## src/rtl/apb_pkg.sv

```systemverilog
// Shared types for the APB initiator bridge.
//   apb_mst_state_e : bridge FSM state encoding
//   apb_req_t       : latched request (write, addr, wdata) sized by the
//                     package width constants; instance widths must not
//                     exceed these.
package apb_pkg;
  localparam int APB_ADDR_WIDTH_DEF = 32;
  localparam int APB_DATA_WIDTH_DEF = 32;

  typedef enum logic [1:0] {
    ST_IDLE,
    ST_SETUP,
    ST_ACCESS,
    ST_RESP
  } apb_mst_state_e;

  typedef struct packed {
    logic                          write;
    logic [APB_ADDR_WIDTH_DEF-1:0] addr;
    logic [APB_DATA_WIDTH_DEF-1:0] wdata;
  } apb_req_t;
endpackage

```

## src/rtl/apb_timeout_cnt.sv

```systemverilog
// ACCESS-phase wait-state counter.
//   clk, rst : clock, async active-high reset
//   clr      : synchronous clear (start of a transfer)
//   en       : count one wait state
//   expired  : counter has reached TIMEOUT_CYCLES-1; constant 0 when
//              TIMEOUT_CYCLES is 0 (timeout disabled)
module apb_timeout_cnt #(
  parameter int TIMEOUT_CYCLES = 256
) (
  input  logic clk,
  input  logic rst,
  input  logic clr,
  input  logic en,
  output logic expired
);
  localparam int CW = (TIMEOUT_CYCLES > 0) ? $clog2(TIMEOUT_CYCLES + 1) : 1;

  generate
    if (TIMEOUT_CYCLES == 0) begin : g_off
      assign expired = 1'b0;
    end else begin : g_on
      logic [CW-1:0] cnt;
      always_ff @(posedge clk or posedge rst) begin
        if (rst)      cnt <= '0;
        else if (clr) cnt <= '0;
        else if (en)  cnt <= cnt + 1'b1;
      end
      assign expired = (cnt == CW'(TIMEOUT_CYCLES - 1));
    end
  endgenerate
endmodule

```

## src/rtl/apb_master_bridge.sv

```systemverilog
// Single-outstanding APB initiator: valid/ready request -> APB SETUP/ACCESS
// -> valid/ready response, with an optional ACCESS-phase timeout.
//   REQ_*  : request channel (accepted in IDLE only)
//   RSP_*  : response channel (held in RESP until RSP_READY_i)
//   P*     : APB initiator port
//   BUSY_o : high whenever a transfer or response is in flight
// All outputs come from registers or state decode; no input reaches an
// output combinationally.
module apb_master_bridge
  import apb_pkg::*;
#(
  parameter int APB_ADDR_WIDTH = 32,
  parameter int APB_DATA_WIDTH = 32,
  parameter int TIMEOUT_CYCLES = 256
) (
  input  logic                      ACLK_i,
  input  logic                      ARESET_i,
  input  logic                      REQ_VALID_i,
  output logic                      REQ_READY_o,
  input  logic                      REQ_WRITE_i,
  input  logic [APB_ADDR_WIDTH-1:0] REQ_ADDR_i,
  input  logic [APB_DATA_WIDTH-1:0] REQ_WDATA_i,
  output logic                      RSP_VALID_o,
  input  logic                      RSP_READY_i,
  output logic [APB_DATA_WIDTH-1:0] RSP_RDATA_o,
  output logic                      RSP_ERR_o,
  output logic                      RSP_TIMEOUT_o,
  output logic                      PSEL_o,
  output logic                      PENABLE_o,
  output logic                      PWRITE_o,
  output logic [APB_ADDR_WIDTH-1:0] PADDR_o,
  output logic [APB_DATA_WIDTH-1:0] PWDATA_o,
  input  logic [APB_DATA_WIDTH-1:0] PRDATA_i,
  input  logic                      PREADY_i,
  input  logic                      PSLVERR_i,
  output logic                      BUSY_o
);
  apb_mst_state_e state_q, state_d;
  apb_req_t       req_q;
  logic           req_ld, cnt_clr, cnt_en, rsp_ld, rsp_to, to_expired;

  apb_timeout_cnt #(.TIMEOUT_CYCLES(TIMEOUT_CYCLES)) u_to (
    .clk     (ACLK_i),
    .rst     (ARESET_i),
    .clr     (cnt_clr),
    .en      (cnt_en),
    .expired (to_expired)
  );

  always_ff @(posedge ACLK_i or posedge ARESET_i) begin
    if (ARESET_i) state_q <= ST_IDLE;
    else          state_q <= state_d;
  end

  always_comb begin
    state_d = state_q;
    req_ld  = 1'b0;
    cnt_clr = 1'b0;
    cnt_en  = 1'b0;
    rsp_ld  = 1'b0;
    rsp_to  = 1'b0;
    case (state_q)
      ST_IDLE: if (REQ_VALID_i) begin
        req_ld  = 1'b1;
        cnt_clr = 1'b1;
        state_d = ST_SETUP;
      end
      ST_SETUP: state_d = ST_ACCESS;
      ST_ACCESS: begin
        // PREADY has priority over a timeout in the same cycle
        if (PREADY_i) begin
          rsp_ld  = 1'b1;
          state_d = ST_RESP;
        end else if (to_expired) begin
          rsp_ld  = 1'b1;
          rsp_to  = 1'b1;
          state_d = ST_RESP;
        end else begin
          cnt_en = 1'b1;
        end
      end
      ST_RESP: if (RSP_READY_i) state_d = ST_IDLE;
      default: state_d = ST_IDLE;
    endcase
  end

  // Request register: write data is zeroed for reads so PWDATA reads as 0.
  always_ff @(posedge ACLK_i or posedge ARESET_i) begin
    if (ARESET_i) begin
      req_q <= '0;
    end else if (req_ld) begin
      req_q.write <= REQ_WRITE_i;
      req_q.addr  <= APB_ADDR_WIDTH_DEF'(REQ_ADDR_i);
      req_q.wdata <= REQ_WRITE_i ? APB_DATA_WIDTH_DEF'(REQ_WDATA_i) : '0;
    end
  end

  always_ff @(posedge ACLK_i or posedge ARESET_i) begin
    if (ARESET_i) begin
      RSP_RDATA_o   <= '0;
      RSP_ERR_o     <= 1'b0;
      RSP_TIMEOUT_o <= 1'b0;
    end else if (rsp_ld) begin
      RSP_ERR_o     <= rsp_to | PSLVERR_i;
      RSP_TIMEOUT_o <= rsp_to;
      RSP_RDATA_o   <= (!rsp_to && !PSLVERR_i && !req_q.write) ? PRDATA_i : '0;
    end
  end

  assign REQ_READY_o = (state_q == ST_IDLE);
  assign BUSY_o      = (state_q != ST_IDLE);
  assign PSEL_o      = (state_q == ST_SETUP) || (state_q == ST_ACCESS);
  assign PENABLE_o   = (state_q == ST_ACCESS);
  assign RSP_VALID_o = (state_q == ST_RESP);
  assign PWRITE_o    = req_q.write;
  assign PADDR_o     = APB_ADDR_WIDTH'(req_q.addr);
  assign PWDATA_o    = APB_DATA_WIDTH'(req_q.wdata);
endmodule

```

## config.mk

```make
export PLATFORM = sky130hd
export DESIGN_NAME = apb_master_bridge
export DESIGN_NICKNAME = d
export VERILOG_FILES = /design/src/rtl/apb_pkg.sv /design/src/rtl/apb_timeout_cnt.sv /design/src/rtl/apb_master_bridge.sv
export SDC_FILE = /design/constraint.sdc
export NUM_CORES = 1
export LEC_CHECK = 0
export CAP_MARGIN = 20
export CORE_AREA = 2 2 102 104
export DETAILED_ROUTE_END_ITERATION = 8
export DIE_AREA = 0 0 104 106
export GPL_TIMING_DRIVEN = 0
export PLACE_DENSITY = 0.85
export REMOVE_ABC_BUFFERS = 1
export SYNTH_ARGS = -nofsm -noshare
export SYNTH_HDL_FRONTEND = slang
export SYNTH_SLANG_ARGS = --single-unit
export TNS_END_PERCENT = 20
```

## constraint.sdc

```tcl
create_clock -name ACLK_i -period 6.51 [get_ports ACLK_i]
set_input_delay 1.6275 -clock ACLK_i [delete_from_list [all_inputs] [get_ports ACLK_i]]
set_output_delay 1.6275 -clock ACLK_i [all_outputs]
set_load 0.05 [all_outputs]
```

Word-level counts from Yosys, hierarchy flattened

Cells that the tools add are included.
Widths: inputs -> output; s select.

Add/subtract/negate cells: 1
Equal/unequal tests: 7
Mux-type cells: 19
Bitwise logic cells: 1
Reduce and logical (&&, ||, !) cells: 10

Operator list:

| kind                | count |
|---|---|
| $mux 32             | 2 |
| $mux 9              | 2 |
| $mux 1              | 10 |
| $add 9x1->9 const B | 1 |
| $eq 9x8->1 const B  | 1 |
| $mux 2              | 4 |
| $pmux 2 s4          | 1 |
| $eq 2x2->1 const B  | 2 |
| $reduce_bool 2->1   | 2 |
| $logic_not 1->1     | 3 |
| $ne 3x1->1 const B  | 1 |
| $reduce_and 3->1    | 1 |
| $eq 2x1->1 const B  | 1 |
| $logic_and 1x1->1   | 2 |
| $logic_not 2->1     | 1 |
| $ne 2x1->1 const B  | 1 |
| $ne 2x2->1 const B  | 1 |
| $logic_or 1x1->1    | 1 |
| $or 1x1->1          | 1 |

Bits in registers: 110
Input bits: 103
Output and inout bits: 104
Logic and storage cells: 46

Logic depth before layout (Yosys ltp)

Depth after elaboration: 8
Depth in mapped cells: 8
Gate-level depth less buffers: 7

Cells and area by module

A second synthesis with hierarchy kept.

Cells, all modules: 351
Area total of the unflattened synthesis: 4,316.6 um^2

Modules (own cells, without submodules):

| module            | instances | cells an instance | area each (um^2) | sequential area each (um^2) |
|---|---|---|---|---|
| apb_master_bridge | 1         | 305               | 3,862.5          | 2,527.4 |
| apb_timeout_cnt   | 1         | 46                | 454.2            | 225.2 |

Least setup slack after synthesis

No wires, ideal clock.

Path kind: flip-flop to output port
From: reg state_q[0]
To: out BUSY_o
Data arrival time: 1.344 ns
Required time: 4.882 ns
Slack: 3.539 ns
Stages on the path, launching flop included: 4
Path buffers: 0
Path through: dfrtp_1 > inv_1 > ha_1 > inv_1

Cells in the longest elaborated chain, start to end: 1

Ends and longest elaborated chain:

| item                     | RTL line                 | source |
|---|---|---|
| start: declaration       | apb_master_bridge.sv:38  | `apb_mst_state_e state_q, state_d;` |
| start signal: assignment | apb_master_bridge.sv:52  | `else state_q <= state_d;` |
| $reduce_bool 2->1        | apb_master_bridge.sv:111 | `assign BUSY_o = (state_q != ST_IDLE);` |
| end: declaration         | apb_master_bridge.sv:36  | `output logic BUSY_o` |

Every way passes these cells.

Final worst setup path

From: reg state_q[0]
To: out PENABLE_o

Cells in the longest elaborated chain, start to end: 1

Ends and longest elaborated chain:

| item             | RTL line                 | source |
|---|---|---|
| $eq 2x2->1       | apb_master_bridge.sv:113 | `assign PENABLE_o = (state_q == ST_ACCESS);` |
| end: declaration | apb_master_bridge.sv:29  | `output logic PENABLE_o,` |

Every way passes these cells.

==> impl_results.md <==
- Detail Placement HPWL: 9160 um
- Area grow syn2layout: 58.0%
- Lkg Pwr: 3.16 nW
- Crit-path cells: inv_1 -> ha_1 -> clkdlybuf4s50_1
- Max-slew violation count: 0
- Initial Util: 42.7%
- CTS tree: yes
- Layout cells sized above 1: 4.95%
- H-tree depth: 3
- Share of the yosys chip area belonging to registers: 64.4%
- Clock sink total: 110
- Total grt overflow: 0
- Vias: 3791
- Clk_skew: 9.63 ps
- Clk Latency, worst-skew pair: 370 ps
- Total Power: 0.00363 W
- TritonCTS buffer count: 9
- Post-synth cell types: 26
- Post-CTS resize count: 0
- Clock buffer depth: 2
- Initial antenna violation count: 0
- IO Pins: 207
- Post-synth top area share: 64.4%
- Die ar.: 0.0110 mm2
- Crit path time final: 3730 ps
- CTS Hold Bufs: 0
- Drt initial violations: 181
- # DRC: 0
- Delay of the slowest critical-path stage: 890 ps
- Port bufs: 206
- Vias in the first global route: 3941
- Via/cell ratio: 4.98
- Max_cap viols: 0
- Core area: 0.0100 mm2
- Max Freq: 268 MHz
- Power Density: 538 mW/mm2
- Die Y: 106 um
- Antenna fix cells: 0
- Setup Fix Bufs, Post-CTS: 0
- Final period utilization: 57.2%
- Critical Path Fanout Max: 8
- Worst hold path class: reg2reg
- Crit. End Element: output port
- Worst R2R Start: u_to.g_on.cnt[0]$_DFFE_PP0P_
- Row cnt: 37
- Layout Nets: 729
- Worst Slack Setup Final: 2780 ps
- Post-Syn Area: 0.00427 mm2
- ANT nets after route: 0
- Gpl congestion: 0.789
- Synth Area per Inst: 10.1 um2
- Slew margin rel.: 44.8%
- Critical path launch point: state_q[0]$_DFFE_PP0P_
- First-pass GRT wire length: 19900 um
- Die width: 104 um
- Drt pass-1 iters: 4
- Seq cells post-synth: 110
- Setup violators final: 0
- Setup_tns: 0 ps
- CTS clk-pin slew, worst paths: 100 ps
- Yosys Warn Count: 0
- DR WL/cell: 16.4 um
- Crit path launch type: flop
- Global Route Usage Sum: 22.8%
- Status: complete, no violations
- Largest net degree at the start of global routing: 68
- Max VDD drop: 0.000308 V
- Arrival time at the worst endpoint: 2100 ps
- Critical Setup Path Class: reg2out
- Final Hold Viols: 0
- CTS root buffer: clkbuf_8
- Slowest CP cell: clkdlybuf4s50_1
- Worst slew pin tran: 828 ps
- RSZ-0062 raised after global routing: false
- Pre-CTS setup slack: 3110 ps
- Worst EP required: 4880 ps
- Worst Min Path Start: PWDATA_o[10]$_DFFE_PP0P_
- Final instance area: 0.00675 mm2
- Area contributors post-synth: dfrtp_1 (64%), nand2_1 (15%), a22o_1 (6.6%)
- Cell taking the most area after synthesis: dfrtp_1
- Post-Synthesis Cells: 423
- Post-DP Area: 0.00655 mm2
- Total wire length: 12500 um
[critical path: cells and delay by family (launching register included)]
kind / cells / cell delay (ps)
buffers and inverters: 2 / 990
flip-flops: 1 / 400
adder cells (fa/ha/maj): 1 / 340
[where the power goes]
| part | switching [W] | internal (W) |
|---|---|---|
| combinational | 0.00141 | 0.000698 |
| sequential | 0.000154 | 0.000952 |
| clock | 0.000226 | 0.000198 |
[cell type report]
cell class	instances	area (um2)
clock buffers	11	151
clock inverters	5	57.6
fillers	779	3250
inverters	8	32.5
multi-input cells	279	1400
flip-flops and latches	110	2750
well taps	136	170
repair buffers	213	2190
[Yosys cell counts]
| cell | n |
|---|---|
| a211oi_1 | 1 |
| nor3_1 | 1 |
| or3b_4 | 1 |
| or4_1 | 3 |
| buf_4 | 1 |
| a21oi_1 | 10 |
| a22o_1 | 32 |
| and2_1 | 1 |
| clkbuf_1 | 20 |
| ha_1 | 5 |
| xnor2_1 | 1 |
| dfrtp_1 | 110 |
| nand3_1 | 35 |
| o221a_2 | 1 |
| nor3b_1 | 1 |
| nor2_1 | 5 |
| buf_1 | 5 |
| nand4_1 | 1 |
| o21ai_0 | 3 |
| inv_1 | 8 |
| o21ai_1 | 1 |
| o31ai_1 | 3 |
| mux2_2 | 1 |
| mux2i_1 | 1 |
| or3_1 | 3 |
| nand2_1 | 169 |
[path summary, 6_finish.rpt]
check                                                to  slack (ps)  cells past startpoint
setup / recovery                              PENABLE_o        2780                      3
hold / removal                 PWDATA_o[10]$_DFFE_PP0P_         470                      2
setup reg to reg           u_to.g_on.cnt[5]$_DFFE_PP0P_        4230                      7
hold reg to reg                PWDATA_o[10]$_DFFE_PP0P_         470                      2
max in group asynchronous       PADDR_o[20]$_DFFE_PP0P_        3980                      3
min in group asynchronous    RSP_RDATA_o[5]$_DFFE_PP0P_        1810                      2
[sequential cells by signal, summed over array words and instances (netlist names)]
| name | cells |
|---|---|
| PADDR_o | 32 |
| PWDATA_o | 32 |
| RSP_RDATA_o | 32 |
| u_to.g_on.cnt | 9 |
| state_q | 2 |
| PWRITE_o | 1 |
| RSP_ERR_o | 1 |
| RSP_TIMEOUT_o | 1 |
[layout by cell type, fill, tap and decap left out, types with 2 or more instances in the layout]
cell,instances
clkinvlp_4,3
inv_1,7
or4_1,3
dfrtp_1,110
buf_6,2
buf_12,3
or3_1,3
nand2_1,168
nand3_1,35
ha_1,5
nor2_1,5
o31ai_1,3
a22o_1,32
o21ai_0,3
a21oi_1,10
clkbuf_8,11
clkdlybuf4s50_1,206
[logic make-up (layout without fill, tap and decap cells)]
logic type | count (synthesis) | count (layout) | share of synthesized area (%)
simple gates | 220 | 220 | 21.2
xor+xnor | 1 | 1 | 0.205
flops | 110 | 110 | 64.4
fa+ha+maj | 5 | 5 | 1.46
compound gates | 51 | 51 | 9.16
mux | 2 | 2 | 0.498
buf+inv | 34 | 237 | 3.07
[routing by layer]
layer / global-route usage (%) / up-vias / routed length, um
met3: 6.44 / 21 / 966
met4: 9.85 / 0 / 287
met2: 39.6 / 175 / 6180
met1: 26.6 / 1805 / 5050
met5: 0 / - / 0
li1: - / 1790 / -
[through the flow]
stage / hold WS, ps / instances / util [%]
floorplan: 519 / 397 / -
global placement: 449 / 739 / 64.1
detailed placement: 456 / 746 / 65.5
CTS: 477 / 762 / 67.5
global route: 496 / 762 / 67.5
finish: 472 / 762 / 67.5
No activity file was read; power rests on OpenSTA's default activity.
